File: src/rtl/latch_write_ctrl.sv
// Purpose: arbitrates two writers and a clear onto a latch bank, sequencing setup/gate/hold timing.
// Latency: grant on the IDLE edge; ack pulses SETUP+PULSE+HOLD+1 edges later (outputs lag state by one edge).
// Backpressure: requesters hold req until ack; requests outside IDLE are ignored, never abort a sequence.
//
// Ports:
//   clk, rst            - clock, synchronous active-high reset
//   req0/data0          - requester 0 write request and data
//   req1/data1          - requester 1 write request and data
//   clr_req             - bank clear request (highest priority)
//   lat_d/lat_g/lat_clr - registered latch bank data, gate and clear
//   ack0/ack1/clr_done  - one-cycle completion pulses
//   busy/grant_id       - sequence in progress and current owner
module latch_write_ctrl #(
    parameter int WIDTH = 8,
    parameter int SETUP = 1,
    parameter int PULSE = 2,
    parameter int HOLD  = 1
) (
    input  logic             clk,
    input  logic             rst,
    input  logic             req0,
    input  logic [WIDTH-1:0] data0,
    input  logic             req1,
    input  logic [WIDTH-1:0] data1,
    input  logic             clr_req,
    output logic [WIDTH-1:0] lat_d,
    output logic             lat_g,
    output logic             lat_clr,
    output logic             ack0,
    output logic             ack1,
    output logic             clr_done,
    output logic             busy,
    output logic             grant_id
);

    typedef enum logic [2:0] {
        ST_IDLE  = 3'd0,
        ST_SETUP = 3'd1,
        ST_GATE  = 3'd2,
        ST_HOLD  = 3'd3,
        ST_DONE  = 3'd4,
        ST_CLEAR = 3'd5
    } state_t;

    localparam logic [3:0] SETUP_LD = 4'(SETUP - 1);
    localparam logic [3:0] PULSE_LD = 4'(PULSE - 1);
    localparam logic [3:0] HOLD_LD  = 4'(HOLD - 1);

    state_t           state_q, state_d;
    logic [3:0]       cnt_q, cnt_d;
    logic [WIDTH-1:0] lat_d_q, lat_d_d;
    logic             lat_g_q, lat_g_d;
    logic             lat_clr_q, lat_clr_d;
    logic             ack0_q, ack0_d;
    logic             ack1_q, ack1_d;
    logic             clr_done_q, clr_done_d;
    logic             busy_q, busy_d;
    logic             grant_id_q, grant_id_d;
    // Requester that wins a tie in IDLE; flips to the other one after every grant.
    logic             prio_q, prio_d;
    // DONE is shared by writes and clears; this remembers which one got us there.
    logic             is_clr_q, is_clr_d;
    logic             sel;

    always_comb begin
        state_d    = state_q;
        cnt_d      = cnt_q;
        lat_d_d    = lat_d_q;
        grant_id_d = grant_id_q;
        prio_d     = prio_q;
        is_clr_d   = is_clr_q;
        sel        = 1'b0;

        // Output flops decode the current state, so every output lags the state by one edge
        // and gate/clear are mutually exclusive by construction.
        lat_g_d    = (state_q == ST_GATE);
        lat_clr_d  = (state_q == ST_CLEAR);
        busy_d     = (state_q != ST_IDLE);
        ack0_d     = (state_q == ST_DONE) && !is_clr_q && !grant_id_q;
        ack1_d     = (state_q == ST_DONE) && !is_clr_q &&  grant_id_q;
        clr_done_d = (state_q == ST_DONE) &&  is_clr_q;

        case (state_q)
            ST_IDLE: begin
                if (clr_req) begin
                    state_d  = ST_CLEAR;
                    cnt_d    = PULSE_LD;
                    is_clr_d = 1'b1;
                end else if (req0 || req1) begin
                    sel        = (req0 && req1) ? prio_q : req1;
                    grant_id_d = sel;
                    lat_d_d    = sel ? data1 : data0;
                    prio_d     = ~sel;
                    cnt_d      = SETUP_LD;
                    is_clr_d   = 1'b0;
                    state_d    = ST_SETUP;
                end
            end
            ST_SETUP: begin
                if (cnt_q == 4'd0) begin
                    state_d = ST_GATE;
                    cnt_d   = PULSE_LD;
                end else begin
                    cnt_d = cnt_q - 4'd1;
                end
            end
            ST_GATE: begin
                if (cnt_q == 4'd0) begin
                    state_d = ST_HOLD;
                    cnt_d   = HOLD_LD;
                end else begin
                    cnt_d = cnt_q - 4'd1;
                end
            end
            ST_HOLD: begin
                if (cnt_q == 4'd0) begin
                    state_d = ST_DONE;
                end else begin
                    cnt_d = cnt_q - 4'd1;
                end
            end
            ST_CLEAR: begin
                if (cnt_q == 4'd0) begin
                    state_d = ST_DONE;
                end else begin
                    cnt_d = cnt_q - 4'd1;
                end
            end
            ST_DONE: begin
                state_d = ST_IDLE;
            end
            default: begin
                state_d = ST_IDLE;
            end
        endcase
    end

    always_ff @(posedge clk) begin
        if (rst) begin
            state_q    <= ST_IDLE;
            cnt_q      <= 4'd0;
            lat_d_q    <= '0;
            lat_g_q    <= 1'b0;
            lat_clr_q  <= 1'b0;
            ack0_q     <= 1'b0;
            ack1_q     <= 1'b0;
            clr_done_q <= 1'b0;
            busy_q     <= 1'b0;
            grant_id_q <= 1'b0;
            prio_q     <= 1'b0;
            is_clr_q   <= 1'b0;
        end else begin
            state_q    <= state_d;
            cnt_q      <= cnt_d;
            lat_d_q    <= lat_d_d;
            lat_g_q    <= lat_g_d;
            lat_clr_q  <= lat_clr_d;
            ack0_q     <= ack0_d;
            ack1_q     <= ack1_d;
            clr_done_q <= clr_done_d;
            busy_q     <= busy_d;
            grant_id_q <= grant_id_d;
            prio_q     <= prio_d;
            is_clr_q   <= is_clr_d;
        end
    end

    assign lat_d    = lat_d_q;
    assign lat_g    = lat_g_q;
    assign lat_clr  = lat_clr_q;
    assign ack0     = ack0_q;
    assign ack1     = ack1_q;
    assign clr_done = clr_done_q;
    assign busy     = busy_q;
    assign grant_id = grant_id_q;

endmodule

File: config.mk
export PLATFORM = sky130hd
export DESIGN_NAME = latch_write_ctrl
export DESIGN_NICKNAME = d
export VERILOG_FILES = /design/src/rtl/latch_write_ctrl.sv
export SDC_FILE = /design/constraint.sdc
export NUM_CORES = 1
export LEC_CHECK = 0
export ABC_CLOCK_PERIOD_IN_PS = 3000
export BUFFER_PORTS_ARGS = -buffer_cell sky130_fd_sc_hd__buf_2
export CORE_AREA = 4 4 69 71
export CTS_CLUSTER_DIAMETER = 150
export DETAILED_ROUTE_END_ITERATION = 8
export DIE_AREA = 0 0 73 75
export PLACE_DENSITY = 0.5
export SLEW_MARGIN = 20
export SYNTH_ARGS = -nofsm -noshare
export SYNTH_HDL_FRONTEND = slang
export SYNTH_SLANG_ARGS = --single-unit
File: constraint.sdc
create_clock -name clk -period 3 [get_ports clk]
set_input_delay 0.15 -clock clk [delete_from_list [all_inputs] [get_ports clk]]
set_output_delay 0.15 -clock clk [all_outputs]
set_load 0.02 [all_outputs]
==> metrics.md <==
| Metric | Value |
|---|---|
| Placement Setup Slack | `roughly 1.0 ns` |
| Worst EP arrival | `between 2 and 2.5 ns` |
| Initial antenna violation count | `0` |
| Post-detailed-route via-to-cell ratio | `4.86` |
| Clk pin slew, worst setup/hold paths | `roughly 0.1 ns` |
| Clk buf depth | `2` |
| TritonCTS clock tree | `yes` |
| Count of clock tree sinks | `24` |
| 1st-pass router iterations | `4` |
| Gate family responsible for the most delay along the worst path | `simple AND/OR/NAND/NOR gates` |
| Crit path launch type | `flip-flop` |
| Prevailing post-synth register cell | `sky130_fd_sc_hd__dfxtp_1` |
| Cell count after placement | `~200` |
| Post-synthesis to final-layout area growth | `25.9%` |
| Compound-gate portion of the synthesized area | `19.9%` |
| Net Count, Synth | `approximately 140` |
| Cell type of the slowest stage on the worst timing path | `sky130_fd_sc_hd__or3b_1` |
| Leading cell types in the layout, fill and taps excluded | `35 x sky130_fd_sc_hd__buf_2, 24 x sky130_fd_sc_hd__dfxtp_1, 10 x sky130_fd_sc_hd__a221o_1, 9 x sky130_fd_sc_hd__and2_1, 7 x sky130_fd_sc_hd__nor2_1` |
| Final setup margin | `approximately 0.99 ns` |
| DP HPWL | `between 1500 and 2000 µm` |
| Xor/xnor cell area share of the yosys netlist | `0.806%` |
| Die boundary width | `roughly 73 µm` |
| Quantity of I/O buffers inserted on ports | `35` |
| Average cell area after synthesis | `around 9.5 µm²` |
| DR iter-0 viols | `54` |
| Initial core utilization | `around a quarter` |
| Post-synthesis share of cell area spent on full adders, half adders and majority gates | `2.30%` |
| Root buffer selected by CTS | `sky130_fd_sc_hd__clkbuf_8` |
| Unique masters post-synth | `34` |
| Power density over cell area | `between 900 and 1000 mW/mm²` |
| DRT Wirelength | `around 2500 µm` |
| Routed Antenna Nets | `0` |
| Critical path, cell by cell | `inv_1 > ha_1 > or3b_1 > or3_1 > and3b_1 > a221o_1` |
| Leakage power | `approximately 0.59 nW` |
| Antenna diode count | `0` |
| Synthesized cell area | `roughly 0.0011 mm²` |
| Max capacitance violation total | `0` |
| Filler-free cell count of the finished design | `200` |
| Proportion of synthesized area in mux cells | `less than 1%` |
| Dominant cell type by area after synthesis | `sky130_fd_sc_hd__dfxtp_1` |
| Worst-case headroom to the max-slew limit | `around three fifths` |
| Ports placed on the boundary | `36` |
| Share of synthesized area occupied by flip-flops and latches | `44.2%` |
| Die height | `~75 µm` |
| Global-route wire length before repair | `4170 µm` |
| Post-cts repair resize count | `0` |
| Dominant combinational cell family by area after synthesis | `simple AND/OR/NAND/NOR gates` |
| Fraction of final layout cells sized beyond drive strength 1 | `30.4%` |
| Critical Setup Path Class | `reg -> reg` |
| Wire length per cell after detailed routing | `around 12 µm` |
| Clock latency reported for the late side of the worst-skew pair | `between 0.2 and 0.3 ns` |
| Min Tclk post-route | `between 2 and 2.5 ns` |
| Number of failing setup endpoints in the final timing report | `0` |
| Total count of hold-check failures in the final report | `0` |
| Final Net Count | `between 150 and 200` |
| Area share of the largest cell type after synthesis | `between 40% and 50%` |
| Number of enable-type register cells in the synthesized netlist | `0` |
| Via count of the first global-routing pass | `919` |
| Final cell utilization of the core | `approximately a third` |
| Total global routing overflow | `0` |
| DIE AREA | `0.00548 mm²` |
| Fin Hold WS | `between 0.09 and 0.1 ns` |
| Placeable core region | `~0.0042 mm²` |
| Row count | `24` |
| Via total after detailed routing | `slightly below 1000` |
| Pin count of the biggest net entering global routing | `17` |
| Slew Limit Fails | `0` |
| Fraction of registers with async set/reset | `0%` |
| Post-Synthesis Cells | `115` |
| RSZ-0062 raised after global routing | `no` |
| Final clock skew | `between 0.006 and 0.007 ns` |
| Final period util | `approximately two thirds` |
| Cts hold-fix bufs | `0` |
| Req. time, crit path | `3.16 ns` |
| Post-CTS Setup Bufs | `0` |
| Critical-path maximum fanout | `10` |
| Critical Path Sink Type | `flip-flop` |
| Weighted congestion reported at the end of routability-driven placement | `approximately 0.8` |
| Path class of the lowest-slack min-delay path | `in -> reg` |
| CTS buffer count | `3` |
| Peak supply drop | `0.268 mV` |
| Commonest non-fill, non-tap cell in the layout | `sky130_fd_sc_hd__buf_2` |
| Level count of the clock H-tree | `1` |
| Synth Area in Simple Gates | `a little over a quarter` |
| Top post-synthesis cells by area | `sky130_fd_sc_hd__dfxtp_1 44%, sky130_fd_sc_hd__a221o_1 9.2%, sky130_fd_sc_hd__and2_1 5.2%` |
| Total negative slack | `0 ns` |
| Peak per-stage delay on the critical path | `0.49 ns` |
| Result of the run | `complete, no violations` |
| Synth Register Bits | `24` |
| Number of buffers and inverters on the critical path | `1` |
| Total global routing track utilization | `a little under a tenth` |
| Number of remaining DRC errors | `0` |
| Yosys warning count | `0` |
| Max Fclk | `around 500 MHz` |
| Transition time at the pin with the least slew margin | `about 0.59 ns` |
final timing paths:
check	from	endpoint	slack [ns]	cells after the start
worst max-delay path	cnt_q[0]	cnt_q[3]	0.99	6
worst min register to register	grant_id	ack1	0.48	2
worst max register to register	cnt_q[0]	cnt_q[3]	0.99	6
worst min-delay path	data1[3]	lat_d[3]	0.09	2
synth_stat cells (2+ instances only):
library cell	instances
sky130_fd_sc_hd__dfxtp_1	24
sky130_fd_sc_hd__a221o_1	10
sky130_fd_sc_hd__and2_1	9
sky130_fd_sc_hd__nor2_1	7
sky130_fd_sc_hd__a21oi_1	6
sky130_fd_sc_hd__nor3_1	6
sky130_fd_sc_hd__clkbuf_1	5
sky130_fd_sc_hd__inv_1	5
sky130_fd_sc_hd__nand2b_1	5
sky130_fd_sc_hd__nand2_1	4
sky130_fd_sc_hd__nor3b_1	3
sky130_fd_sc_hd__nor4_1	3
sky130_fd_sc_hd__a31o_2	2
sky130_fd_sc_hd__ha_1	2
sky130_fd_sc_hd__nand3_1	2
sky130_fd_sc_hd__nor2b_1	2
sky130_fd_sc_hd__or2_2	2
sky130_fd_sc_hd__or3_1	2
cell families after synthesis:
kind of cell / count (synthesis)
fa+ha+maj: 2
xor+xnor: 1
flops: 24
simple gates: 50
mux: 1
compound gates: 26
buf+inv: 11
layout make-up:
class	instances	area (µm²)
Fill cell	448	2870
Timing Repair Buffer	35	175
Sequential cell	24	480
Tap cell	52	65.1
Multi-Input combinational cell	80	558
Clock inverter	1	30.0
Inverter	5	18.8
Clock buffer	3	41.3
metrics by stage:
| step | instance area [µm²] | power (W) |
|---|---|---|
| after floorplan | 1090 | 0.000945 |
| after global placement | 1300 | 0.00105 |
| after detailed placement | 1300 | 0.00104 |
| after CTS | 1370 | 0.00134 |
| after global routing | 1370 | 0.00143 |
| final | 1370 | 0.00133 |
per-layer routing:
layer | track usage (%) | up-vias | share of wire (%)
li1 | - | 493 | -
met1 | 12.0 | 447 | 44
met2 | 15.6 | 29 | 47
met3 | 3.34 | 2 | 8.7
met4 | 2.46 | 0 | 0.28
met5 | 0 | - | 0
worst reg2reg max path, stage by stage, from the launching register on:
cell and delay, ns:
sky130_fd_sc_hd__dfxtp_1 0.33, sky130_fd_sc_hd__inv_1 0.10, sky130_fd_sc_hd__ha_1 0.14, sky130_fd_sc_hd__or3b_1 0.49, sky130_fd_sc_hd__or3_1 0.37, sky130_fd_sc_hd__and3b_1 0.19, sky130_fd_sc_hd__a221o_1 0.29
registers in the layout, indices dropped and copies added, names as in the netlist:
signal,cells
is_clr_q,1
lat_d,8
busy,1
grant_id,1
prio_q,1
clr_done,1
ack0,1
lat_g,1
state_q,3
ack1,1
cnt_q,4
lat_clr,1
power breakdown:
group          leakage, nW  internal [W]  switching, W
sequential           0.196      0.000405      0.000100
combinational        0.362      0.000237      0.000292
clock               0.0357      0.000178      0.000112
Power figures use the tool's default switching activity.
